`src/rtl/xy_point_loader.sv`:
```
// Receives a framed point list over the pin byte interface and stores it in the
// back bank of a double-buffered point RAM, swapping banks only on frame_sync.
module xy_point_loader #(
    parameter int          DEPTH     = 16,
    parameter int          AW        = 4,
    parameter logic [7:0]  SYNC_BYTE = 8'hA5
) (
    input  logic          clk,
    input  logic          reset,
    input  logic [7:0]    din,
    input  logic          din_strobe,
    input  logic          frame_sync,
    input  logic [AW-1:0] rd_addr,
    output logic [7:0]    rd_x,
    output logic [7:0]    rd_y,
    output logic [AW:0]   point_count,
    output logic          busy,
    output logic          swap_pending,
    output logic          frame_done,
    output logic          err
);

    typedef enum logic [1:0] {S_IDLE, S_LEN, S_PX, S_PY} state_t;

    localparam logic [8:0] DEPTH_W = 9'(DEPTH);

    state_t        state_q, state_d;
    logic          sync1_q, sync2_q, sync3_q;
    logic          front_sel_q, front_sel_d;
    logic [AW:0]   n_q, n_d;
    logic [AW:0]   point_count_q, point_count_d;
    logic [AW-1:0] wr_ptr_q, wr_ptr_d;
    logic [7:0]    x_hold_q, x_hold_d;
    logic          swap_pending_q, swap_pending_d;
    logic          frame_done_q, frame_done_d;
    logic          err_q, err_d;
    logic [15:0]   rd_data_q;

    logic          accept;
    logic          len_ok;
    logic          wr_en;
    logic [AW:0]   wr_addr;

    // Bank-select bit is the address MSB: {bank, index}.
    logic [15:0]   mem [0:2*DEPTH-1];

    assign accept = sync2_q & ~sync3_q;
    assign len_ok = (din != 8'd0) && ({1'b0, din} <= DEPTH_W);

    always_comb begin
        state_d        = state_q;
        front_sel_d    = front_sel_q;
        n_d            = n_q;
        point_count_d  = point_count_q;
        wr_ptr_d       = wr_ptr_q;
        x_hold_d       = x_hold_q;
        swap_pending_d = swap_pending_q;
        frame_done_d   = 1'b0;
        err_d          = 1'b0;
        wr_en          = 1'b0;
        wr_addr        = {~front_sel_q, wr_ptr_q};

        if (accept) begin
            if (swap_pending_q) begin
                // Back bank still awaiting display: drop the byte.
                err_d   = 1'b1;
                state_d = S_IDLE;
            end else begin
                case (state_q)
                    S_IDLE: begin
                        if (din == SYNC_BYTE) state_d = S_LEN;
                    end
                    S_LEN: begin
                        if (len_ok) begin
                            n_d      = (AW+1)'(din);
                            wr_ptr_d = '0;
                            state_d  = S_PX;
                        end else begin
                            err_d   = 1'b1;
                            state_d = S_IDLE;
                        end
                    end
                    S_PX: begin
                        x_hold_d = din;
                        state_d  = S_PY;
                    end
                    S_PY: begin
                        wr_en    = 1'b1;
                        wr_ptr_d = wr_ptr_q + 1'b1;
                        if (({1'b0, wr_ptr_q} + (AW+1)'(1)) == n_q) begin
                            swap_pending_d = 1'b1;
                            state_d        = S_IDLE;
                        end else begin
                            state_d = S_PX;
                        end
                    end
                    default: state_d = S_IDLE;
                endcase
            end
        end

        if (swap_pending_q && frame_sync) begin
            front_sel_d    = ~front_sel_q;
            point_count_d  = n_q;
            swap_pending_d = 1'b0;
            frame_done_d   = 1'b1;
        end
    end

    always_ff @(posedge clk) begin
        if (reset) begin
            state_q        <= S_IDLE;
            sync1_q        <= 1'b0;
            sync2_q        <= 1'b0;
            sync3_q        <= 1'b0;
            front_sel_q    <= 1'b0;
            n_q            <= '0;
            point_count_q  <= '0;
            wr_ptr_q       <= '0;
            x_hold_q       <= '0;
            swap_pending_q <= 1'b0;
            frame_done_q   <= 1'b0;
            err_q          <= 1'b0;
        end else begin
            state_q        <= state_d;
            sync1_q        <= din_strobe;
            sync2_q        <= sync1_q;
            sync3_q        <= sync2_q;
            front_sel_q    <= front_sel_d;
            n_q            <= n_d;
            point_count_q  <= point_count_d;
            wr_ptr_q       <= wr_ptr_d;
            x_hold_q       <= x_hold_d;
            swap_pending_q <= swap_pending_d;
            frame_done_q   <= frame_done_d;
            err_q          <= err_d;
        end
    end

    always_ff @(posedge clk) begin
        if (wr_en) mem[wr_addr] <= {x_hold_q, din};
    end

    always_ff @(posedge clk) begin
        if (reset) rd_data_q <= '0;
        else       rd_data_q <= mem[{front_sel_q, rd_addr}];
    end

    assign rd_x         = rd_data_q[15:8];
    assign rd_y         = rd_data_q[7:0];
    assign point_count  = point_count_q;
    assign busy         = (state_q != S_IDLE);
    assign swap_pending = swap_pending_q;
    assign frame_done   = frame_done_q;
    assign err          = err_q;

endmodule

```
`config.mk`:
```
export PLATFORM = sky130hd
export DESIGN_NAME = xy_point_loader
export DESIGN_NICKNAME = d
export VERILOG_FILES = /design/src/rtl/xy_point_loader.sv
export SDC_FILE = /design/constraint.sdc
export NUM_CORES = 1
export LEC_CHECK = 0
export CAP_MARGIN = 20
export CORE_MARGIN = 4
export CORE_UTILIZATION = 35
export DETAILED_ROUTE_END_ITERATION = 10
export PLACE_DENSITY_LB_ADDON = 0.05
export REMOVE_ABC_BUFFERS = 1
export SYNTH_ARGS = -nofsm -noshare
export SYNTH_HDL_FRONTEND = slang
export SYNTH_SLANG_ARGS = --single-unit
export TNS_END_PERCENT = 10
```
`constraint.sdc`:
```
create_clock -name clk -period 4.3 [get_ports clk]
set_input_delay 1.29 -clock clk [delete_from_list [all_inputs] [get_ports clk]]
set_output_delay 1.29 -clock clk [all_outputs]
set_load 0.02 [all_outputs]
```
Word level (Yosys, flattened, before mapping)
Memories as Yosys holds them, arrays and structs flattened. A register that Yosys moved wholly into a read port is not among the register bits.
Cells that the tools add are included.
- mux-type cells: 19
- divide/modulo/power cells: 0
- add/subtract/negate cells: 2
- reduce and logical (&&, ||, !) cells: 12
- magnitude comparators: 1
- shift operators: 0
- bitwise gates (word level): 5
- equal/unequal tests: 7
- $mul: 0
- operators with widths (kind ; number):
    1-bit 2-to-1 mux ; 12
    8-bit equality test, second input constant ; 1
    8-bit by 5-bit <= comparator with 1-bit output, second input constant ; 1
    2-bit 2-to-1 mux ; 4
    2-bit one-hot mux with 4 select lines ; 1
    4-bit one-hot mux with 2 select lines ; 1
    4-bit AND reduction ; 2
    8-bit nonzero test ; 1
    4-bit by 1-bit adder with 5-bit output, second input constant ; 1
    5-bit equality test ; 1
    4-bit by 1-bit adder with 4-bit output, second input constant ; 1
    2-bit equality test, second input constant ; 2
    4-bit 2-to-1 mux ; 1
    1-bit inverter ; 4
    2-bit nonzero test ; 2
    2-bit OR reduction ; 2
    3-bit != test, second input constant ; 1
    3-bit AND reduction ; 1
    2-bit by 1-bit equality test with 1-bit output, second input constant ; 1
    1-bit logical AND ; 2
    2-bit zero test ; 1
    2-bit != test, second input constant ; 1
    2-bit AND reduction ; 1
    1-bit AND ; 1
- bits in read-only memories: 0
- register bits after elaboration: 31
- output and inout port bits: 25
- memories: 1
- bits in latches: 0
- bits of input ports: 16
- bits in writable memories: 512
- memory list (name ; depth ; bits a word ; rd ports ; clocked after memory_dff ; wr ports ; RTL line ; RTL):
    mem ; 32 ; 16 ; 1 ; 1 ; 1 ; 45 ; logic [15:0] mem [0:2*DEPTH-1];

Depth between registers and ports, before layout
- word-level depth: 6
- gate-level depth with buffers: 7

Worst setup path after synthesis
Ideal clock, no wire load.
- path kind: input to register
- start: input port rd_addr[1]
- end: register rd_data_q[12] (read register of mem)
- arrival: 2.637 ns
- path buffers: 2
- setup slack: 1.531 ns
- stages: 5
- setup time: 0.132 ns
- data required time: 4.168 ns
- cells stage by stage: buf_6 -> buf_2 -> mux4_2 -> a221oi_2 -> a21oi_1
- RTL lines (element ; RTL line ; RTL):
    from (decl) ; 13 ; input logic [AW-1:0] rd_addr,
    to (decl) ; 37 ; logic [15:0] rd_data_q;

Final worst setup path
- start: register state_q[0]
- end: output port busy
- word-level cells in the longest chain between the ends: 1
- ends and longest elaborated chain (element ; RTL line ; RTL):
    from (decl) ; 27 ; state_t state_q, state_d;
    from (signal assigned) ; 125 ; state_q <= state_d;
    2-bit nonzero test ; 152 ; assign busy = (state_q != S_IDLE);
    to (decl) ; 17 ; output logic busy,
No other way between the ends.

==> flow_summary.json <==
{
  "clock_skew_ps": 27.1,
  "crit_cells": 2,
  "postCtsHoldBufs": 0,
  "cts.path.max_buffers": 3,
  "setup_violations": 0,
  "cp.arrival_ps": 1870,
  "reg2reg_slack_ps": 1180,
  "finalCriticalPeriod_ps": 3160,
  "htreeDepth": 2,
  "clk_latency_ps": 620,
  "synth.avg_cell_area_um2": 21.1,
  "slew_headroom_pct": 39.6,
  "seq_area_frac_synth_pct": 75.8,
  "antenna_found_initial": 3,
  "ios": 41,
  "drc": 0,
  "dpl_cell_area_mm2": 0.0233,
  "worstHoldPathType": "register to register",
  "yosysWarnings": 0,
  "worst_path_largest_cell_delay_ps": 560,
  "worst_pin_slew_ps": 905,
  "rows": 90,
  "nNetsFinal": 1169,
  "synth_cell_types": 46,
  "synth_top_area_share_pct": 71.4,
  "dr.pass1.iters": 4,
  "reg2reg_to": "mem[28][12]",
  "worstPathCellList": "or2_2 -> clkdlybuf4s50_1",
  "final_cells": 1981,
  "gr-usage-all-layers_pct": 17.4,
  "ctsResizeCount": 0,
  "synth_area_mm2": 0.0215,
  "gp_congestion": 0.736,
  "cts.clk_slew.worst_paths_ps": 60,
  "crit_path_end_kind": "output port",
  "via_count": 10400,
  "synthArstFlopShare_pct": 0,
  "layout-drive-gt1-share_pct": 29.2,
  "fillers": 5351,
  "rsz0062_at_grt": "false",
  "die_h_um": 256,
  "fin_crit_sh_pct": 73.4,
  "grt_pass1_vias": 10700,
  "fmax_mhz": 317,
  "core_area_mm2": 0.0606,
  "hp-start": "sync1_q",
  "hpwl_mm": 35.7,
  "grt_pass1_wl_mm": 82.2,
  "r2r_cells": 5,
  "hold_depth": 1,
  "area_growth_pct": 16.8,
  "wl_mm": 57.4,
  "antenna_left": 0,
  "tritoncts": "done",
  "overflow": 0,
  "yosysMostFrequentCell": "edfxtp_1",
  "cp-start-kind": "register",
  "dp.cells": 1868,
  "start_util_pct": 35.5,
  "clkSinkCount": 559,
  "cts_buffers": 61,
  "path_class": "register to output port",
  "peakVddDrop_mv": 0.287,
  "synth_edf_count": 512,
  "critical-path-top-delay-family": "buffers and inverters",
  "outcome": "completed",
  "drt-initial-drc-count": 827,
  "slowest_stage": "clkdlybuf4s50_1",
  "viasPerCell": 5.25,
  "timing.hold.ws_ps": 439,
  "cts_root_buf": "clkbuf_16",
  "r2r-start": "state_q[0]",
  "dieWidth_um": 256,
  "critPathMaxFanout": 9,
  "fin_tns_setup_ps": 0,
  "wl_per_cell_um": 29.0,
  "cp.required_ps": 3010,
  "ys.flop_type": "edfxtp_1",
  "port_buffers": 40,
  "finalInstanceArea_mm2": 0.0252,
  "hold_violations": 0,
  "synth.largest_area_cell": "edfxtp_1",
  "cts_setup_buffers": 0,
  "synth_area_leaders": "edfxtp_1 71%, mux4_2 13%, dfxtp_1 4.4%, mux2i_1 2.6%, nor2_1 1.2%",
  "hold_end": "sync2_q",
  "max-cap-violations": 0,
  "grt_max_degree": 42,
  "syn_inst": 1019,
  "critPathBufInv": 1,
  "post-route-util_pct": 41.5,
  "synth-seq-cells": 559,
  "final-max-slew-violation-count": 0,
  "die-area_mm2": 0.0656,
  "synthTopCellsByCount": "512 x edfxtp_1, 128 x mux4_2, 66 x nor2_1",
  "leakage_nw": 8.00,
  "p_per_area_mw_per_mm2": 453
}
## kinds of logic (layout without fill, tap and decap cells)
logic type	Yosys count	count (layout)	share of synthesized area (%)
DFF	559	559	75.8
muxes	189	189	16.3
and+or+nand+nor	129	129	2.74
AOI/OAI and AO/OA	71	71	2.74
buffers and inverters	60	239	1.96
xor gates and xnor gates	7	7	0.320
adders and majority gates	4	4	0.232
other	0	1	0
## cell usage in the layout, fill, tap and decap left out, types with 22 or more instances in the layout
cell             instances
nand2_1                 22
clkdlybuf4s50_1         36
nor2_1                  34
mux4_2                 128
buf_4                   78
edfxtp_1               512
nor2_2                  32
mux2i_1                 56
clkbuf_16               63
dfxtp_1                 45
## registers in the layout (all words and copies together) (netlist names), 2 cells and up
| register | cells |
|---|---|
| mem | 512 |
| rd_data_q | 16 |
| x_hold_q | 8 |
| n_q | 5 |
| point_count | 5 |
| wr_ptr_q | 4 |
| state_q | 2 |
## how the worst max path moves through the flow
stage | slack (ps) | to | startpoint
2_1_floorplan | 1900 | n_q[0] | din[0]
3_3_place_gp | 660 | rd_data_q[14] | rd_addr[0]
3_5_place_dp | 640 | rd_data_q[14] | rd_addr[0]
4_1_cts | 1090 | swap_pending | swap_pending
5_1_grt | 960 | mem[28][6] | state_q[0]
6_report | 1140 | busy | state_q[0]
## through the flow
step           power [mW]  setup WS (ps)
3_5_place_dp         6.55            639
3_3_place_gp         6.55            655
5_1_grt              11.8            960
4_1_cts              11.6           1090
2_1_floorplan        6.22           1900
6_report             11.4           1140
## power breakdown
| part | internal (mW) | switching (mW) | total (mW) |
|---|---|---|---|
| Combinational | 0.211 | 0.295 | 0.505 |
| Clock | 2.91 | 2.07 | 4.98 |
| Sequential | 5.90 | 0.0134 | 5.91 |
## area by class of cell
type,count,area [um2],area share [%]
Clock buffer,84,1660,6.58
Clock inverter,28,234,0.930
Tap cell,782,978,3.89
Inverter,5,18.8,0.0746
Antenna cell,1,2.50,0.00995
Sequential cell,559,16300,64.9
Multi-Input combinational cell,400,4880,19.4
Timing Repair Buffer,122,1080,4.28
## routing by layer
layer / up-vias / track usage, % / share of wire [%] / routed length, um
met5: - / 0 / 0.023 / 13
met4: 2 / 4.14 / 2.1 / 1210
met3: 72 / 3.12 / 5.1 / 2910
met2: 249 / 27.0 / 47 / 26800
met1: 5589 / 25.8 / 46 / 26400
li1: 4483 / - / - / -
Power figures use the tool's default switching activity.
